`config.mk`:
```
export PLATFORM = sky130hd
export DESIGN_NAME = bus_arbiter
export DESIGN_NICKNAME = d
export VERILOG_FILES = /design/src/rtl/bus_arbiter.sv
export SDC_FILE = /design/constraint.sdc
export NUM_CORES = 1
export LEC_CHECK = 0
export CAP_MARGIN = 25
export CELL_PAD_IN_SITES_DETAIL_PLACEMENT = 1
export CELL_PAD_IN_SITES_GLOBAL_PLACEMENT = 1
export CORE_MARGIN = 2
export CORE_UTILIZATION = 29
export CTS_BUF_LIST = sky130_fd_sc_hd__clkbuf_4 sky130_fd_sc_hd__clkbuf_8 sky130_fd_sc_hd__clkbuf_16
export DETAILED_ROUTE_END_ITERATION = 6
export HOLD_SLACK_MARGIN = 0.08
export PLACE_DENSITY = 0.77
export SYNTH_ARGS = -nofsm -noshare
export SYNTH_HDL_FRONTEND = slang
export SYNTH_SLANG_ARGS = --single-unit
```
`constraint.sdc`:
```
create_clock -name clk -period 2.23 [get_ports clk]
set_clock_uncertainty 0.15 [all_clocks]
set_input_delay 0.446 -clock clk [delete_from_list [all_inputs] [get_ports clk]]
set_output_delay 0.446 -clock clk [all_outputs]
set_load 0.02 [all_outputs]
```
`src/rtl/bus_arbiter.sv`:
```
`default_nettype none
// ============================================================================
// Module   : bus_arbiter
// Purpose  : 16-slot TDM sequencer sharing the RAM/IO bus between the CPU
//            (slots 0-7) and one Pi access window (slots 8-11) per frame.
// Revision : 1.0
// ============================================================================
module bus_arbiter #(
    parameter int SYNC_STAGES = 2
) (
    input  logic        clk,
    input  logic        reset,
    input  logic        pi_pending,
    input  logic [16:0] pi_addr,
    input  logic [7:0]  pi_data_out,
    input  logic        pi_rw_b,
    output logic        pi_done,
    output logic [7:0]  pi_data_in,
    output logic        cpu_be,
    output logic        cpu_clk_en,
    output logic [16:0] ram_addr,
    output logic [7:0]  ram_data_out,
    output logic        ram_data_oe,
    input  logic [7:0]  ram_data_in,
    output logic        ram_oe_n,
    output logic        ram_we_n
);

    localparam logic [3:0] C_SLOT_GRANT = 4'd7;
    localparam logic [3:0] C_SLOT_READ  = 4'd10;
    localparam logic [3:0] C_SLOT_DONE  = 4'd11;

    logic [SYNC_STAGES-1:0] r_sync;
    logic [3:0]             r_slot;
    logic                   r_grant;
    logic                   r_rw;

    logic                   w_pend_s;
    logic [3:0]             w_slot_nxt;
    logic                   w_enter_pi;
    logic                   w_grant_nxt;
    logic                   w_rw_nxt;
    logic                   w_strobe_slot;
    logic                   w_window_slot;

    assign w_pend_s = r_sync[SYNC_STAGES-1];

    // Outputs are registered, so every decode looks at the slot being entered.
    always_comb begin
        w_slot_nxt    = r_slot + 4'd1;
        w_enter_pi    = (r_slot == C_SLOT_GRANT);
        w_grant_nxt   = r_grant;
        w_rw_nxt      = r_rw;
        if (w_enter_pi) begin
            w_grant_nxt = w_pend_s && !pi_done;
            if (w_grant_nxt) begin
                w_rw_nxt = pi_rw_b;
            end
        end else if (r_slot == C_SLOT_DONE) begin
            w_grant_nxt = 1'b0;
        end
        w_strobe_slot = (w_slot_nxt == 4'd9) || (w_slot_nxt == 4'd10);
        w_window_slot = (w_slot_nxt[3:2] == 2'b10);
    end

    always_ff @(posedge clk) begin
        if (reset) begin
            r_sync       <= '0;
            r_slot       <= 4'd0;
            r_grant      <= 1'b0;
            r_rw         <= 1'b0;
            pi_done      <= 1'b0;
            pi_data_in   <= 8'd0;
            cpu_be       <= 1'b1;
            cpu_clk_en   <= 1'b0;
            ram_addr     <= 17'd0;
            ram_data_out <= 8'd0;
            ram_data_oe  <= 1'b0;
            ram_oe_n     <= 1'b1;
            ram_we_n     <= 1'b1;
        end else begin
            r_sync      <= {r_sync[SYNC_STAGES-2:0], pi_pending};
            r_slot      <= w_slot_nxt;
            r_grant     <= w_grant_nxt;
            r_rw        <= w_rw_nxt;

            cpu_be      <= !w_slot_nxt[3];
            cpu_clk_en  <= (w_slot_nxt == 4'd7);
            ram_oe_n    <= !(w_grant_nxt && w_rw_nxt && w_strobe_slot);
            ram_we_n    <= !(w_grant_nxt && !w_rw_nxt && w_strobe_slot);
            ram_data_oe <= w_grant_nxt && !w_rw_nxt && w_window_slot;

            if (w_enter_pi && w_grant_nxt) begin
                ram_addr     <= pi_addr;
                ram_data_out <= pi_data_out;
            end

            if ((r_slot == C_SLOT_READ) && r_grant && r_rw) begin
                pi_data_in <= ram_data_in;
            end

            // Completion wins over the clear so a withdrawn request still sees done.
            if ((r_slot == C_SLOT_DONE) && r_grant) begin
                pi_done <= 1'b1;
            end else if (!w_pend_s) begin
                pi_done <= 1'b0;
            end
        end
    end

endmodule
`default_nettype wire

```
==> impl_metrics.tcl, run 1 <==
set metrics [dict create \
    criticalPathCategory "reg2reg" \
    grt_antenna_before_repair 0 \
    critical_path_peak_fanout 8 \
    wire_length_of_the_first_global_routing_pass_um 6880 \
    grt_max_degree 26 \
    layout_worst_path_cycle_share_pct 86.6 \
    comb_power_share_pct 6.5 \
    avgViaCountPerCell 4.53 \
    cp_data_arrival_time_ns 2.03 \
    nNetsFinal 311 \
    netlist_area_um2 1740 \
    dr_total_vias 1562 \
    synth_area_per_cell_um2 8.83 \
    pwr-share-clk_pct 40.3 \
    via_count_of_the_first_global_routing_pass 1613 \
    number_of_buffer_cells_added_on_primary_ports 75 \
    rsz_0062_raised_after_global_routing "no" \
    max-vdd-ir-drop_v 0.000287 \
    drt-total-wl_um 4280 \
    gpl.final_weighted_congestion 0.718 \
    reg2reg_from "r_slot[0]" \
    cts_max_level 2 \
    grt_util_all_layers_pct 13.5 \
    power.switching_fraction_pct 20.6 \
    synth-seq-area-share_pct 54.1 \
    fp-row-count 28 \
    highest_routed_metal_layer "met4" \
    cts-root-to-sink-buffers 2 \
    clock_latency_ns 0.31 \
    post_synth_inst_count 197 \
    synth.distinct_cells 26 \
    tritoncts "done" \
    timing.final.hold_violations 0 \
    synth.area.top_cells "dfxtp_1 (54%), nand2_1 (12%), a21oi_1 (7.8%), mux2i_1 (5.2%), ha_1 (3.6%)" \
    post-route-min-period_ns 1.93 \
    die-width_um 81.5 \
    detailed_place_hpwl_um 3120 \
    path_clk_slew_ns 0.08 \
    start_util_pct 29.7 \
    critical_path.startpoint "r_slot[0]" \
    diodes 0 \
    floorplan.die.height_um 81.5 \
    avg_wl_per_cell_um 12.4 \
    placeableCoreArea_um2 5850 \
    global_route.overflow_total 0 \
    critical_path.startpoint_type "register" \
    dr_wl_met3_um 276 \
    met1_length_um 1810 \
    met2WireLength_um 2110 \
    cts_hold_buffers 0 \
    cellLeakagePower_nw 0.928 \
    power.internal_mw 1.28 \
    cts_setup_buffers 0 \
    timing.critical_path.buf_inv 0 \
    final_ant_viol_nets 0 \
    layout.area.seq_um2 941 \
    yosys_warnings 0 \
    detailed_route_drc_error_count 0 \
    timing.critical_path.slowest_stage_cell "dfxtp_1" \
    post-synth-top-area-cell "dfxtp_1" \
    yosys.area.top_type_share_pct 54.1 \
    timing.critical_path.slowest_cell_delay_ns 0.46 \
    final_layout_size_suffix_gt1_share_pct 5.19 \
    die_area_um2 6640 \
    fin_cells 345 \
    max_slew_margin_pct 68.6 \
    hold_path.class "reg2reg" \
    fmax_ghz 0.518 \
    num_io_pins 76 \
    crit_chain "ha_1, and4bb_2, nand2_2, mux2i_1, and3_1" \
    final_core_utilization_pct 45.6 \
    outcome "complete, no violations" \
    fin_setup_tns_ns 0 \
    critical_path.endpoint_type "register" \
    area_delta_synth_final_pct 53.3 \
    maxCapViolations 0 \
    pwr-share-seq_pct 53.2 \
    multiInputGateArea_um2 707 \
    cp_data_required_time_ns 2.33 \
    number_of_search_and_repair_iterations_in_the_first_detailed_routing_pass 4 \
    cts_sinks 47 \
    timing_max_transition_violations_final 0 \
    place_inst 337 \
    critical-path-top-delay-family "simple AND/OR/NAND/NOR gates" \
    fillcell_total 672 \
    root_buffer "clkbuf_8" \
    cts_resized 0 \
    power.switching_mw 0.332 \
    detail_route.iter0.violations 31 \
    min-delay-start "ram_data_out[3]" \
    power_density_nw_per_um2 603 \
    synth.ff_latch_count 47 \
    synth_nets 239 \
    cts_bufs_inserted 5 \
    worst-slew-pin-transition_ns 0.470 \
    timing.final.setup_violations 0 \
]
## stage by stage
step           total power, mW  instance area [um^2]  hold WS (ns)  setup slack (ns)
3_3_place_gp             0.980                  2550         0.269             0.357
2_1_floorplan            0.904                  1740         0.264             0.499
3_5_place_dp             0.981                  2550         0.287             0.320
4_1_cts                   1.64                  2670         0.309             0.294
5_1_grt                   1.67                  2670         0.328             0.148
6_report                  1.61                  2670         0.308             0.298
## synth_stat cells
| master | count |
|---|---|
| nand2_1 | 54 |
| inv_1 | 4 |
| and4_1 | 1 |
| nor2b_1 | 4 |
| buf_6 | 2 |
| o21ai_0 | 2 |
| a21oi_1 | 27 |
| xor2_1 | 2 |
| nand3_1 | 4 |
| dfxtp_1 | 47 |
| buf_4 | 1 |
| xnor2_1 | 1 |
| a31oi_1 | 1 |
| buf_2 | 5 |
| o22ai_1 | 1 |
| mux2i_1 | 9 |
| and2_1 | 2 |
| nor2_1 | 12 |
| nand2_2 | 1 |
| and4bb_2 | 1 |
| and3_1 | 2 |
| ha_1 | 5 |
| o2bb2ai_1 | 1 |
| nand3b_1 | 1 |
| clkbuf_1 | 6 |
| nand4b_1 | 1 |
## routing by layer
layer / vias up / global-route usage [%]
met4: 0 / 6.61
met3: 8 / 3.52
met1: 731 / 14.7
met5: - / 0
li1: 779 / -
met2: 44 / 24.3
## power groups by stage
stage	combinational (mW)	sequential [mW]	clock, mW
floorplan	0.0323	0.871	0
global placement	0.105	0.875	0
detailed placement	0.105	0.876	0
CTS	0.106	0.856	0.677
global route	0.114	0.858	0.702
finish	0.105	0.856	0.649
## final cells by class
class | count | share of cell area, %
timing repair buffer | 79 | 29.7
inverter | 4 | 0.563
sequential | 47 | 35.3
clock buffer | 6 | 3.10
multi-input combinational | 132 | 26.5
clock inverter | 2 | 1.31
tap | 75 | 3.52
## worst register-to-register path, delay by kind of cell (launching register included)
family	cells	cell delay, ns
adders and majority gates	1	0.38
DFF	1	0.46
and+or+nand+nor	3	0.60
muxes	1	0.29
## worst paths after layout
kind / endpoint / slack (ns) / depth (start not counted)
setup / recovery: ram_data_oe / 0.30 / 5
hold / removal: ram_data_out[3] / 0.31 / 2
setup reg to reg: ram_data_oe / 0.30 / 5
hold reg to reg: ram_data_out[3] / 0.31 / 2
## cell usage in the layout (no fill, tap or decap), types with 3 or more instances in the layout
| cell | count |
|---|---|
| a21oi_1 | 27 |
| buf_4 | 3 |
| clkbuf_8 | 6 |
| clkdlybuf4s50_1 | 75 |
| dfxtp_1 | 47 |
| ha_1 | 5 |
| inv_1 | 4 |
| mux2i_1 | 9 |
| nand2_1 | 54 |
| nand3_1 | 4 |
| nor2_1 | 12 |
| nor2b_1 | 4 |
## registers in the layout, summed over array words and instances (netlist names), 2 cells and up
signal,cells
ram_data_out,8
r_sync,2
ram_addr,17
r_slot,4
pi_data_in,8
## kinds of logic (layout without fill, tap and decap cells)
group           Yosys count  in the layout  share of synthesized area (%)
compound gates           32             32                           9.56
xor+xnor                  3              3                           1.51
fa+ha+maj                 5              5                           3.59
buf+inv                  18             91                           5.32
flops                    47             47                           54.1
mux                       9              9                           5.18
simple gates             83             83                           20.8
No activity file was read; power rests on OpenSTA's default activity.
==> run 2, diff against run 1 <==
Settings changed: ABC_AREA from default to 1, PLACE_DENSITY 0.77 to 0.78.
==> run 2 against run 1 <==
  * Register-to-register slack improved by 0.04 ns
  * Critical path depth grew 3
  * Worst setup slack improved by 0.040 ns
  * Sequential cell count stayed put
  * Sequential power about the same
  * Core utilization grew 0.073 points
  * Die area up 1.8%
  * First-iteration DRC count up 68%
  * Area after synthesis increased by 1.9%
  * Critical path type unchanged
==> impl_metrics.tcl, run 2 <==
set metrics [dict create \
    final_ant_viol_nets 0 \
    rsz_0062_raised_after_global_routing "no" \
    tritoncts "done" \
    rrSetupSlack_ns 0.34 \
    criticalPathCategory "reg2reg" \
    max_slew_margin_pct 64.2 \
    timing.hold.worst_path_depth 2 \
    reg2reg_to "ram_oe_n" \
    start_util_pct 30.0 \
    synth.ff_latch_count 47 \
    worst-slew-pin-transition_ns 0.535 \
    timing.final.hold_violations 0 \
    grt_util_all_layers_pct 15.6 \
    cts_hold_buffers 0 \
    avg_wl_per_cell_um 13.1 \
    cellLeakagePower_nw 1.04 \
    synth_enable_flop_cells 0 \
    die-width_um 82.2 \
    largest_register_ffs 17 \
    timing_max_transition_violations_final 0 \
    cts_setup_buffers 0 \
    synth.distinct_cells 19 \
    drt-total-wl_um 4950 \
    cp_data_arrival_time_ns 1.94 \
    critical_path_peak_fanout 28 \
    synth_most_common_cell "nor2_1" \
    cts_resized 0 \
    cts_sinks 47 \
    r2r_cells 8 \
    global_route.overflow_total 0 \
    detailed_route_drc_error_count 0 \
    synth_nets 266 \
    post-synth-top-area-cell "dfxtp_1" \
    postSynth.asyncResetShare_pct 0 \
    layout.cells.most_common_list "nor2_1 (76), clkdlybuf4s50_1 (75), dfxtp_1 (47)" \
    synth_area_per_cell_um2 7.92 \
    multiInputGateArea_um2 691 \
    yosys-top-cells-count "nor2_1 (76), dfxtp_1 (47), inv_1 (19), nand2_1 (18), o21ai_1 (18)" \
    reg2reg_from "r_slot[1]" \
    dr_total_vias 1656 \
    hold_path.class "reg2reg" \
    top_register "ram_addr" \
    fp-row-count 28 \
    synth_top_flop_cell "dfxtp_1" \
    layout_worst_path_cycle_share_pct 84.9 \
    wire_length_of_the_first_global_routing_pass_um 8030 \
    placeableCoreArea_um2 5920 \
    fmax_ghz 0.528 \
    die_area_um2 6760 \
    netlist_area_um2 1770 \
    final_layout_size_suffix_gt1_share_pct 6.95 \
    critical_path.endpoint_type "register" \
    cts_bufs_inserted 5 \
    root_buffer "clkbuf_8" \
    maxCapViolations 0 \
    grt_antenna_before_repair 0 \
    cts-root-to-sink-buffers 2 \
    biggestRegsByFlops "ram_addr x17, pi_data_in x8, ram_data_out x8" \
    synth.area.top_cells "dfxtp_1 (53%), nor2_1 (16%), o21ai_1 (5.1%), inv_1 (4.0%), o21ai_0 (3.9%)" \
    diodes 0 \
    cts_max_level 2 \
    nNetsFinal 343 \
    yosys_warnings 0 \
    detailed_place_hpwl_um 3660 \
    cp_data_required_time_ns 2.28 \
    num_io_pins 76 \
    critical_path.startpoint_type "register" \
    power_density_nw_per_um2 602 \
    timing.final.setup_violations 0 \
    grt_max_degree 36 \
    holdPathEnd "r_sync[1]" \
    gpl.final_weighted_congestion 0.714 \
    max-vdd-ir-drop_v 0.000312 \
    area_delta_synth_final_pct 52.4 \
    post_synth_inst_count 224 \
    fin_setup_tns_ns 0 \
    via_count_of_the_first_global_routing_pass 1662 \
    finalPower_mw 1.63 \
    layout.area.seq_um2 941 \
    number_of_search_and_repair_iterations_in_the_first_detailed_routing_pass 3 \
    outcome "complete, no violations" \
    post-route-min-period_ns 1.89 \
    most_frequent_standard_cell_in_the_layout_excluding_fill_and_tap_cells "nor2_1" \
    detail_route.iter0.violations 52 \
    number_of_buffer_cells_added_on_primary_ports 75 \
    min-delay-start "r_sync[0]" \
    avgViaCountPerCell 4.39 \
    synth-seq-area-share_pct 53.0 \
    fillcell_total 728 \
    floorplan.die.height_um 82.2 \
    clock_latency_ns 0.31 \
    path_clk_slew_ns 0.08 \
    yosys.area.top_type_share_pct 53.0 \
]
-- run 2: cell types whose count changed after synthesis, moves of 4 or more --
| cell | previous run | this run |
|---|---|---|
| clkbuf_1 | 6 | 2 |
| mux2i_1 | 9 | 0 |
| o21ai_0 | 2 | 14 |
| nor2_1 | 12 | 76 |
| nand2_1 | 54 | 18 |
| a21oi_1 | 27 | 2 |
| o21ai_1 | 0 | 18 |
| inv_1 | 4 | 19 |
| nor2b_1 | 4 | 0 |
| buf_2 | 5 | 0 |
-- run 2: routing by layer --
metal / GRT usage (%) / vias up / wire length, um
met2: 25.7 / 44 / 2430
met3: 5.00 / 5 / 290
met1: 19.3 / 762 / 2180
met4: 5.00 / 0 / 45
li1: - / 845 / -
met5: 0 / - / 0
-- run 2: power by group --
group	switching [mW]	leakage, nW	internal, mW	total (mW)
Clock	0.285	0.0612	0.363	0.648
Sequential	0.00826	0.380	0.845	0.854
Combinational	0.0499	0.594	0.0768	0.127
Total	0.343	1.04	1.29	1.63
-- run 2: through the flow --
step	instances	utilization, %	hold slack, ns	setup slack [ns]	cell area (um^2)
3_3_place_gp	369	43.7	0.242	0.383	2590
5_1_grt	377	45.7	0.284	0.0647	2700
3_5_place_dp	369	43.7	0.254	0.305	2590
2_1_floorplan	224	-	0.238	0.742	1770
4_1_cts	377	45.7	0.265	0.293	2700
6_report	377	45.7	0.260	0.337	2700
-- run 2: kinds of logic after synthesis --
group	after synthesis	share of synthesized area (%)
simple gates	109	25.3
compound gates	35	10.1
buf+inv	28	8.04
fa+ha+maj	5	3.53
flops	47	53.0
-- run 2: worst max-delay path: stages (launching register included) --
cell	delay [ns]
dfxtp_1	0.43
ha_1	0.31
nand2_1	0.10
nor2_2	0.10
nand2_2	0.31
nand2_2	0.17
nand2_2	0.09
nor2_2	0.09
nand2_1	0.06
-- run 2: worst max-delay path by stage --
stage / start / to / cells past startpoint
detailed placement: r_slot[1] / ram_oe_n / 8
finish: r_slot[1] / ram_oe_n / 8
global route: r_slot[1] / ram_oe_n / 8
global placement: r_slot[0] / ram_oe_n / 8
floorplan: r_slot[0] / ram_addr[10] / 7
CTS: r_slot[1] / ram_oe_n / 8
-- run 2: area by class of cell --
cell class | count | share of cell area [%]
timing repair buffer | 78 | 29.1
tap | 75 | 3.47
multi-input combinational | 149 | 25.5
clock buffer | 6 | 3.05
inverter | 20 | 2.78
sequential | 47 | 34.8
clock inverter | 2 | 1.30
==> run 3, diff against run 2 <==
Settings changed: CORE_UTILIZATION 29 to 26, PLACE_DENSITY 0.78 to 0.74.
Clock period 2.23 ns to 1.7 ns, I/O delays scaled along.
==> run 3 against run 2 <==
  * Wire length fell by 1.7%
  * First-iteration DRC count fell by 60%
  * Core utilization fell by 5.0 points
  * Critical endpoint is now pi_data_in[7]
==> impl_metrics.tcl, run 3 (synthesis gave the netlist of run 2 again) <==
set metrics [dict create \
    critical_path.startpoint_type "register" \
    fin_cells 387 \
    detailed_route_drc_error_count 0 \
    max_slew_margin_pct 84.2 \
    grt_antenna_before_repair 0 \
    drt-total-wl_um 4870 \
    cts_hold_buffers 0 \
    cp_data_required_time_ns 1.73 \
    final_cell_area_um2 2720 \
    place_area_um2 2660 \
    timing.final.hold_violations 0 \
    largest_register_ffs 17 \
    detailed_place_hpwl_um 3790 \
    fmax_ghz 0.635 \
    power_density_nw_per_um2 740 \
    finalPower_mw 2.01 \
    gpl.final_weighted_congestion 0.739 \
    timing.critical_path.slowest_stage_cell "dfxtp_2" \
    detail_route.iter0.violations 21 \
    criticalPathCategory "reg2reg" \
    critical_path.endpoint_type "register" \
    final_core_utilization_pct 40.7 \
    timing_max_transition_violations_final 0 \
    floorplan.die.height_um 86.6 \
    grt_util_all_layers_pct 13.6 \
    post-route-worst-setup-slack_ns 0.126 \
    dr_total_vias 1700 \
    final_layout_size_suffix_gt1_share_pct 9.12 \
    place_inst 379 \
    fp-row-count 30 \
    placeableCoreArea_um2 6680 \
    cts-root-to-sink-buffers 2 \
    tritoncts "done" \
    nNetsFinal 348 \
    path_clk_slew_ns 0.09 \
    clock_latency_ns 0.30 \
    most_frequent_standard_cell_in_the_layout_excluding_fill_and_tap_cells "nor2_1" \
    avg_wl_per_cell_um 12.6 \
    cts_setup_buffers 0 \
    wire_length_of_the_first_global_routing_pass_um 7960 \
    cellLeakagePower_nw 1.24 \
    number_of_search_and_repair_iterations_in_the_first_detailed_routing_pass 4 \
    die_area_um2 7500 \
    maxCapViolations 0 \
    detailedPlace.worstSlack_ns 0.0368 \
    grt_max_degree 36 \
    timing.critical_path.slowest_cell_delay_ns 0.34 \
    critical_path.most_common_cell "nor2_1" \
    via_count_of_the_first_global_routing_pass 1710 \
    final_ant_viol_nets 0 \
    layout_worst_path_cycle_share_pct 92.6 \
    worst-slew-pin-transition_ns 0.239 \
    number_of_buffer_cells_added_on_primary_ports 75 \
    hold_path.class "reg2reg" \
    cts_bufs_inserted 5 \
    cp_data_arrival_time_ns 1.61 \
    top_register "ram_addr" \
    global_route.overflow_total 0 \
    biggestRegsByFlops "ram_addr x17, pi_data_in x8, ram_data_out x8" \
    max-vdd-ir-drop_v 0.000363 \
    diodes 0 \
    avgViaCountPerCell 4.39 \
    layout.cells.most_common_list "nor2_1 (76), dfxtp_1 (46), dlygate4sd2_1 (39)" \
    cts_max_level 2 \
    cts_sinks 47 \
    area_delta_synth_final_pct 53.1 \
    crit_chain "buf_4, inv_1, ha_1, nand2_1, nor2_1, nand2_2, o21ai_0, nor2_1" \
    die-width_um 86.6 \
    root_buffer "clkbuf_8" \
    start_util_pct 26.6 \
    num_io_pins 76 \
    post-route-min-period_ns 1.57 \
    timing.final.setup_violations 0 \
    outcome "complete, no violations" \
    critical_path_peak_fanout 9 \
]
==> run 3: final cells by class <==
cell class                 count  area [um^2]
clock buffer                   6         82.6
clock inverter                 2         16.3
fill                         828         3970
inverter                      20         77.6
multi-input combinational    149          698
sequential                    47          942
tap                           80          100
timing repair buffer          83          800
==> run 3: per-layer routing <==
| metal | GRT usage, % | routed length, um |
|---|---|---|
| met3 | 3.90 | 245 |
| met1 | 15.4 | 2060 |
| met2 | 24.6 | 2500 |
| met4 | 3.98 | 55 |
| met5 | 0 | 0 |
==> run 3: worst max-delay path: cells and delay by family, from the launching register on <==
kind	cells	cell delay, ns
flip-flops	1	0.34
AO/OA/AOI/OAI	1	0.19
buffers and inverters	2	0.23
AND/OR/NAND/NOR	4	0.37
adder cells (fa/ha/maj)	1	0.16
==> run 3: metrics by stage <==
stage                     hold slack (ns)  setup TNS [ns]
after floorplan                     0.238               0
after global placement              0.253               0
after detailed placement            0.259               0
after CTS                           0.273               0
after global routing                0.296         -0.0165
final                               0.265               0
==> run 3: repair_timing <==
item                                    4_1_cts  5_1_grt
resized for setup                            39        5
endpoints found under the setup margin       39       11
hold endpoints to repair                      0        0
cloned                                        0        0
pin swaps                                     0        0
==> run 3: worst paths after layout <==
check,depth (start not counted),slack [ns],start,endpoint
setup reg to reg,8,0.13,r_slot[0],pi_data_in[7]
setup / recovery,8,0.13,r_slot[0],pi_data_in[7]
hold reg to reg,2,0.26,r_sync[0],r_sync[1]
hold / removal,2,0.26,r_sync[0],r_sync[1]
==> run 3: power by group <==
group          internal (mW)  switching [mW]  total [mW]
Clock                  0.332           0.379       0.711
Sequential              1.11         0.00714        1.12
Combinational          0.110          0.0732       0.183
